[config.mk]
export PLATFORM = sky130hd
export DESIGN_NAME = cordic_vec_ctrl
export DESIGN_NICKNAME = d
export VERILOG_FILES = /design/src/rtl/cordic_vec_ctrl.sv
export SDC_FILE = /design/constraint.sdc
export NUM_CORES = 1
export LEC_CHECK = 0
export ABC_CLOCK_PERIOD_IN_PS = 4200
export CAP_MARGIN = 40
export CORE_AREA = 4 4 41 43
export CTS_CLUSTER_DIAMETER = 100
export DETAILED_ROUTE_END_ITERATION = 6
export DIE_AREA = 0 0 45 47
export DONT_BUFFER_PORTS = 1
export HOLD_SLACK_MARGIN = 0.02
export PLACE_DENSITY_LB_ADDON = 0.3
export SETUP_SLACK_MARGIN = 0.4
export SLEW_MARGIN = 20
export SYNTH_ARGS = -nofsm -noshare
export SYNTH_HDL_FRONTEND = slang
export SYNTH_SLANG_ARGS = --single-unit
[constraint.sdc]
create_clock -name clk -period 4.2 [get_ports clk]
set_input_delay 0.42 -clock clk [delete_from_list [all_inputs] [get_ports clk]]
set_output_delay 0.42 -clock clk [all_outputs]
set_load 0.1 [all_outputs]
[src/rtl/cordic_vec_ctrl.sv]
// Control sequencer for the iterative CORDIC vectoring datapath: start/fold capture,
// per-clock micro-rotation stepping and output-load/done strobes. Optional abort via CORDIC_CTRL_ABORT_EN.
module cordic_vec_ctrl #(
    parameter int num_width  = 16,
    parameter int iterations = 12,
    parameter int idx_width  = 4
) (
    input  logic                 clk,
    input  logic                 rst,
    input  logic                 start,
    input  logic                 x_sign,
    input  logic                 y_sign,
`ifdef CORDIC_CTRL_ABORT_EN
    input  logic                 abort,
    output logic                 aborted,
`endif
    output logic                 ready,
    output logic                 busy,
    output logic                 ld_init,
    output logic                 fold,
    output logic                 iter_en,
    output logic [idx_width-1:0] iter_idx,
    output logic                 dir,
    output logic                 ld_out,
    output logic                 done
);

    typedef enum logic [1:0] {
        IDLE   = 2'd0,
        INIT   = 2'd1,
        ITER   = 2'd2,
        FINISH = 2'd3
    } state_t;

    localparam logic [idx_width-1:0] last_idx = idx_width'(iterations - 1);
    localparam logic [idx_width-1:0] one_idx  = idx_width'(1);

    // Elaboration-time guard: the index must be able to hold iterations-1.
    generate
        if (num_width < 1 || iterations < 1 || iterations > (1 << idx_width)) begin : g_bad_cfg
            $error("cordic_vec_ctrl: illegal parameter combination");
        end
    endgenerate

    state_t state;
    logic   ld_out_q;
    logic   done_q;
    logic   kill;

`ifdef CORDIC_CTRL_ABORT_EN
    assign kill    = abort & (state != IDLE);
    assign aborted = kill;
    assign ld_out  = ld_out_q & ~kill;
    assign done    = done_q & ~kill;
`else
    assign kill    = 1'b0;
    assign ld_out  = ld_out_q;
    assign done    = done_q;
`endif

    // Direction only means something while a micro-rotation is in progress.
    assign dir = iter_en & y_sign;

    always_ff @(posedge clk or posedge rst) begin
        if (rst) begin
            state    <= IDLE;
            iter_idx <= '0;
            fold     <= 1'b0;
            ready    <= 1'b1;
            busy     <= 1'b0;
            ld_init  <= 1'b0;
            iter_en  <= 1'b0;
            ld_out_q <= 1'b0;
            done_q   <= 1'b0;
        end else begin
            ld_init  <= 1'b0;
            ld_out_q <= 1'b0;
            done_q   <= 1'b0;
            if (kill) begin
                state   <= IDLE;
                ready   <= 1'b1;
                busy    <= 1'b0;
                iter_en <= 1'b0;
            end else begin
                case (state)
                    IDLE: begin
                        if (start) begin
                            state   <= INIT;
                            fold    <= x_sign;
                            ready   <= 1'b0;
                            busy    <= 1'b1;
                            ld_init <= 1'b1;
                        end
                    end
                    INIT: begin
                        state    <= ITER;
                        iter_idx <= '0;
                        iter_en  <= 1'b1;
                    end
                    ITER: begin
                        // Terminal compare holds the index, so all-ones never wraps.
                        if (iter_idx == last_idx) begin
                            state    <= FINISH;
                            iter_en  <= 1'b0;
                            ld_out_q <= 1'b1;
                            done_q   <= 1'b1;
                        end else begin
                            iter_idx <= iter_idx + one_idx;
                        end
                    end
                    FINISH: begin
                        state <= IDLE;
                        ready <= 1'b1;
                        busy  <= 1'b0;
                    end
                    default: begin
                        state   <= IDLE;
                        ready   <= 1'b1;
                        busy    <= 1'b0;
                        iter_en <= 1'b0;
                    end
                endcase
            end
        end
    end

endmodule

Word level (Yosys, flattened, before mapping)
Cells that the tools add are included.
{"block": "totals", "reg_bits": 12, "inputBits": 5, "word_cells": 40}
{"block": "classes", "add_sub_neg": 1, "n_eq_ne": 7, "muxes": 15, "n_bitwise": 1, "reduce_logical": 8}
{"op": "$reduce_and A2 Y1", "n": 5}
{"op": "$pmux W2 S4", "n": 1}
{"op": "$pmux W4 S2", "n": 1}
{"op": "$mux W1", "n": 7}
{"op": "$ne A2 B2 Y1 const B", "n": 3}
{"op": "$pmux W1 S2", "n": 3}
{"op": "$add A4 B1 Y4 const B", "n": 1}
{"op": "$eq A2 B2 Y1 const B", "n": 2}
{"op": "$eq A4 B4 Y1 const B", "n": 1}
{"op": "$mux W2", "n": 2}
{"op": "$mux W4", "n": 1}
{"op": "$reduce_bool A2 Y1", "n": 2}
{"op": "$eq A2 B1 Y1 const B", "n": 1}
{"op": "$logic_not A2 Y1", "n": 1}
{"op": "$and A1 B1 Y1", "n": 1}

Longest topological paths before layout
{"block": "depth", "depth_word": 3, "depth_mapped": 6, "mapped_depth_nobuf": 5}

Least setup slack after synthesis
No wires, ideal clock.
{"block": "synth_path", "path_kind": "reg-to-output", "startpoint": "reg iter_en", "endpoint": "out dir", "arrival_ns": 1.782, "slack_ns": 1.998, "path_stages_with_launch": 2, "path_buffers": 0, "path_cell_list": "dfrtp_1 > and2_1"}
{"block": "synth_between", "elab_chain_len": 1}
{"item": "start: declaration", "line_no": "21", "rtl": "output logic iter_en,"}
{"item": "start signal: assignment", "line_no": "72", "rtl": "iter_en <= 1'b0;"}
{"item": "start signal: assignment", "line_no": "83", "rtl": "iter_en <= 1'b0;"}
{"item": "start signal: assignment", "line_no": "98", "rtl": "iter_en <= 1'b1;"}
{"item": "$and A1 B1 Y1", "line_no": "62", "rtl": "assign dir = iter_en & y_sign;"}
{"item": "end: declaration", "line_no": "23", "rtl": "output logic dir,"}
Every way passes these cells.

Worst setup path after layout
{"block": "layout_path", "startpoint": "reg done_q (netlist: done)", "endpoint": "out done"}
{"item": "start: declaration", "line_no": "47", "rtl": "logic done_q;"}
{"item": "start signal: assignment", "line_no": "74", "rtl": "done_q <= 1'b0;"}
{"item": "start signal: assignment", "line_no": "78", "rtl": "done_q <= 1'b0;"}
{"item": "start signal: assignment", "line_no": "106", "rtl": "done_q <= 1'b1;"}
{"item": "end: declaration", "line_no": "25", "rtl": "output logic done"}
No word-level cell between the ends.

==> impl_metrics.yaml <==
logic_synthesis:
  async_flop_share: 1.00
  synth.avg_cell_area_um2: 11.0
  synth_cell_type_count: 27
  synth_edf_count: 0
  yosysSeqAreaShare: 0.471
  yosysWarnings: 0
  synth_flop_cell: "dfrtp_1"
  syn_nets: 69
  syn_area_um2: 641
  syn_inst: 58
  synth_seq_cells: 12
setup_path:
  path_max_fanout: 2
  cp_top_family: "flip-flops"
  crit_path_max_incr_delay_ns: 0.73
  path_buf_inv: 1
  worstPathArrival_ns: 1.24
  crit_slowest_cell: "dfrtp_2"
  crit_path_end_kind: "output pin"
  crit_type: "flip-flop to output pin"
  crit_chain: "buf_16"
  start_kind: "flip-flop"
  cp.required_ns: 3.78
placement:
  routabilityCongestion: 0.746
  postPlaceCellArea_um2: 901
  dp_hpwl_um: 1070
  io_buffers: 0
sta:
  timing.hold.ws_ns: 0.0301
  fin_crit_sh: 0.395
  finalSetupViolCount: 0
  maxSlewHeadroom: 0.406
  tns_ns: 0
  skew_ns: 0.00592
  tightest_slew_ns: 0.891
  rsz0062_at_grt: "false"
  drv_slew: 0
  hold_viol: 0
  period_minus_slack_ns: 1.66
  max_freq_mhz: 603
cts:
  postCtsHoldBufs: 0
  clk_pin_slew_worst_paths_ns: 0.07
  clockRootBuffer: "clkbuf_4"
  clock-sinks: 12
  htreeDepth: 1
  cts_buffers: 3
  cts_resized: 0
  cts_tree: "done"
  clk-insertion-delay-late_ns: 0.27
  cts_buffer_depth: 2
  postCtsSetupBuffers: 0
final_layout:
  layout_common_cells: "10 x dfrtp_1, 7 x inv_1, 7 x buf_16"
  nets: 87
  area_growth_pct: 46.9
  final_util: 0.723
  final_area_um2: 941
  final_common_cell: "dfrtp_1"
  antennaDiodeCount: 0
  drive_gt1_frac: 0.293
global_route:
  grt_usage: 0.151
  antenna_found_initial: 0
  grt_pass1_vias: 505
  grt_pass1_wl_um: 2230
  grt_max_degree: 14
  gr-total-overflow: 0
floorplanning:
  die_w_um: 45
  rows: 13
  io_pins: 17
  core-area_um2: 1300
  dieArea_um2: 2120
  start_util: 0.492
  die_height_um: 47
detailed_routing:
  postRouteAntennaNets: 0
  dr_total_vias: 474
  via_per_inst: 5.27
  dr.first_iter.drc_count: 4
  drt-total-wl_um: 1280
  firstDrtPassIters: 4
  drc: 0
  post_drt_wl_per_cell_um: 14.3
worst_hold_path:
  min_path_type: "primary input to async pin"
run:
  max-cap-violations: 0
run_status:
  outcome: "complete, no violations"
[flip-flops by register name, indices dropped and copies added (netlist names)]
name,count
state,2
iter_idx,4
iter_en,1
ready,1
done,1
fold,1
busy,1
ld_init,1
[logic make-up (layout without fill, tap and decap cells)]
logic type | count (synthesis) | after routing | synth area share
AND/OR/NAND/NOR | 14 | 14 | 0.152
AO/OA/AOI/OAI | 13 | 13 | 0.129
flip-flops | 12 | 12 | 0.471
buffers and inverters | 9 | 26 | 0.0606
adder cells (fa/ha/maj) | 6 | 6 | 0.117
multiplexers | 3 | 3 | 0.0566
XOR/XNOR | 1 | 1 | 0.0137
[through the flow]
| step | instances | worst slack, ns |
|---|---|---|
| final | 90 | 2.54 |
| after global routing | 90 | 2.51 |
| after CTS | 89 | 2.54 |
| after detailed placement | 85 | 2.66 |
| after global placement | 71 | 1.98 |
| after floorplan | 58 | 2.00 |
[final cells by class]
class / count / area, um2
clock buffers: 4 / 36.3
fillers: 77 / 360
inverters: 7 / 26.3
multi-input cells: 37 / 300
flip-flops and latches: 12 / 303
well taps: 15 / 18.8
repair buffers: 15 / 256
[synthesized netlist by cell type (all sizes together) (2+ instances only)]
cell	number	area (um2)
mux2	2	26.3
o21ai	4	20.0
buf	2	12.5
ha	6	75.1
nor3b	2	15.0
dfrtp	11	275
inv	7	26.3
nand2	2	7.51
a21oi	6	33.8
nor2	2	7.51
[path summary, 6_finish.rpt]
kind                       depth (start not counted)  slack (ns)               startpoint                   end
max reg2reg                                        4        2.65  iter_idx[0]$_DFFE_PP0P_  state[1]$_DFFE_PP0P_
min in group clk                                   1        0.30                   x_sign      fold$_DFFE_PP0P_
min                                                1        0.03                      rst      fold$_DFFE_PP0P_
min reg2reg                                        1        0.58     state[0]$_DFFE_PP0P_  state[0]$_DFFE_PP0P_
max                                                1        2.54           done$_DFF_PP0_                  done
max in group asynchronous                          1        3.83                      rst     ready$_DFFE_PP1P_
[routing by layer]
| layer | track usage | share of wire |
|---|---|---|
| met1 | 0.170 | 0.42 |
| met2 | 0.254 | 0.50 |
| met3 | 0.0805 | 0.075 |
| met4 | 0.0351 | 0.0070 |
| met5 | 0 | 0 |
[worst reg2reg max path, cell delays in order, from the launching register on]
cell	delay (ns)
dfrtp_1	0.51
ha_1	0.32
nand3b_4	0.12
a21oi_2	0.19
mux2_4	0.31
Power is not shown: default switching activity piles up to over one toggle a cycle in this logic, so the estimate is an artifact.
==> edit (same settings) <==
`idx_width`: 4 -> 5.
--- a/src/rtl/cordic_vec_ctrl.sv
+++ b/src/rtl/cordic_vec_ctrl.sv
@@ -4,5 +4,5 @@
     parameter int num_width  = 16,
     parameter int iterations = 12,
-    parameter int idx_width  = 4
+    parameter int idx_width  = 5
 ) (
     input  logic                 clk,
Ports: changed (resized iter_idx); port bits go from 17 to 18. No check against the original RTL was run, so the function may have changed too.
==> edit against the original RTL <==
Area after synthesis increased by 7.4%. Worst setup slack got worse by 0.11 ns. Global-route usage increased by 1.6 points. Sequential cell count increased by 1. Worst hold slack got worse by 0.0024 ns. Cell area increased by 2.7%. Routed wire length increased by 17%.
Power is not shown: default switching activity piles up to over one toggle a cycle in this logic, so the estimate is an artifact.
==> edit: results (changes against the original RTL) <==
\begin{tabular}{lr}
\hline
Metric & Value \\
\hline
\multicolumn{2}{l}{\textbf{Drt}} \\
\quad DRC violation total after the first TritonRoute iteration & 15 (+11) \\
\quad Number of vias per cell after detailed routing & 5.708 (+8.4\%) \\
\quad Drt wl/cell & 15.59 um (+9.3\%) \\
\quad Detailed-router iteration count before antenna repair & 5 (+1) \\
\multicolumn{2}{l}{\textbf{Setup path}} \\
\quad Slowest CP cell & sky130\_fd\_sc\_hd\_\_dfrtp\_1 \\
\quad R2R setup slack & 2.43 ns (-0.22 ns) \\
\quad R2R depth & 5 (+1) \\
\quad Worst reg2reg path startpoint & iter\_idx[1] \\
\quad Largest stage delay on the critical path & 0.44 ns (-0.29 ns) \\
\quad Arr. time, crit path & 1.94 ns (+0.70 ns) \\
\quad Maximum fanout along the worst path & 6 (+4) \\
\multicolumn{2}{l}{\textbf{Final layout}} \\
\quad Sequential Area & 327.8 sq um (+8.3\%) \\
\quad Number of nets in the final layout & 93 (+6.9\%) \\
\quad Fraction of final layout cells with drive strength greater than 1 & 23.46\% (-5.9 points) \\
\quad Filler Cell Count & 90 (+17\%) \\
\quad Registers with the most flip-flops & iter\_idx x5, state x2 \\
\multicolumn{2}{l}{\textbf{STA}} \\
\quad Max-slew headroom & 41.14\% (+0.55 points) \\
\quad Worst slack on hold paths & 0.02765 ns (-0.002439 ns) \\
\quad Worst Clk Skew & 0.002084 ns (-0.003831 ns) \\
\multicolumn{2}{l}{\textbf{Synthesis}} \\
\quad Synth top area cells & sky130\_fd\_sc\_hd\_\_dfrtp\_1, sky130\_fd\_sc\_hd\_\_ha\_1, sky130\_fd\_sc\_hd\_\_nand4bb\_4, sky130\_fd\_sc\_hd\_\_dfstp\_2, sky130\_fd\_sc\_hd\_\_nand3\_1 \\
\quad Sequential fraction of the synthesis area & 47.45\% (+0.38 points) \\
\quad List of most frequent post-synthesis cells & sky130\_fd\_sc\_hd\_\_dfrtp\_1, sky130\_fd\_sc\_hd\_\_ha\_1, sky130\_fd\_sc\_hd\_\_inv\_1 \\
\multicolumn{2}{l}{\textbf{Global route}} \\
\quad Vias in the first global route & 551 (+9.1\%) \\
\quad Combined global-route utilization of all metal layers & 16.68\% (+1.6 points) \\
\quad Wire length of the first global-routing pass & 2359 um (+5.9\%) \\
\quad Pin count of the biggest net entering global routing & 14 (unchanged) \\
\multicolumn{2}{l}{\textbf{Placed design}} \\
\quad Post-Place Cell Area & 910.9 sq um (+1.1\%) \\
\quad Detailed Place HPWL & 1144 um (+6.7\%) \\
\multicolumn{2}{l}{\textbf{Outcome}} \\
\quad Run status & complete, no violations \\
\hline
\end{tabular}
-- edit: worst max-delay path by stage --
| stage | from | to | slack (ns) |
|---|---|---|---|
| after global placement | iter_en | dir | 1.98 |
| after global routing | iter_idx[1] | state[1] | 2.33 |
| after CTS | iter_idx[1] | state[1] | 2.41 |
| after floorplan | iter_en | dir | 2.00 |
| final | iter_idx[1] | state[1] | 2.43 |
| after detailed placement | iter_idx[1] | state[1] | 2.44 |
-- edit: kinds of logic (layout without fill, tap and decap cells) --
logic type / Yosys count / after routing / share of synthesized area [%]
flops: 13 / 13 / 47.46
mux: 3 / 3 / 4.727
compound gates: 11 / 11 / 10.73
fa+ha+maj: 6 / 6 / 10.91
xor+xnor: 2 / 2 / 2.546
simple gates: 21 / 21 / 18.55
buf+inv: 8 / 25 / 5.090
-- edit: worst max-delay path, delay by kind of cell (launching register included) --
family / cells / cell delay [ns]
AO/OA/AOI/OAI: 1 / 0.21
adder cells (fa/ha/maj): 1 / 0.31
buffers and inverters: 1 / 0.17
flip-flops: 1 / 0.44
multiplexers: 1 / 0.33
AND/OR/NAND/NOR: 1 / 0.19
-- edit: final cells by class --
class | instances | share of cell area [%]
Clock buffer | 4 | 2.720
Inverter | 6 | 2.332
Multi-Input combinational cell | 43 | 33.81
Sequential cell | 13 | 33.94
Tap cell | 15 | 1.943
Timing Repair Buffer | 15 | 25.26
-- edit: metrics by stage --
stage,instances,setup WS [ns]
after global routing,96,2.333
final,96,2.428
after CTS,94,2.412
after floorplan,64,1.998
after detailed placement,90,2.442
after global placement,78,1.976
-- edit: layer usage --
metal	global-route usage [%]	wire length [um]	vias up	share of wire, %
met2	27.40	747	22	50
met1	16.87	610	264	41
met5	0	0	-	0
li1	-	-	256	-
met4	13.45	38	0	2.5
met3	6.513	100	6	6.7
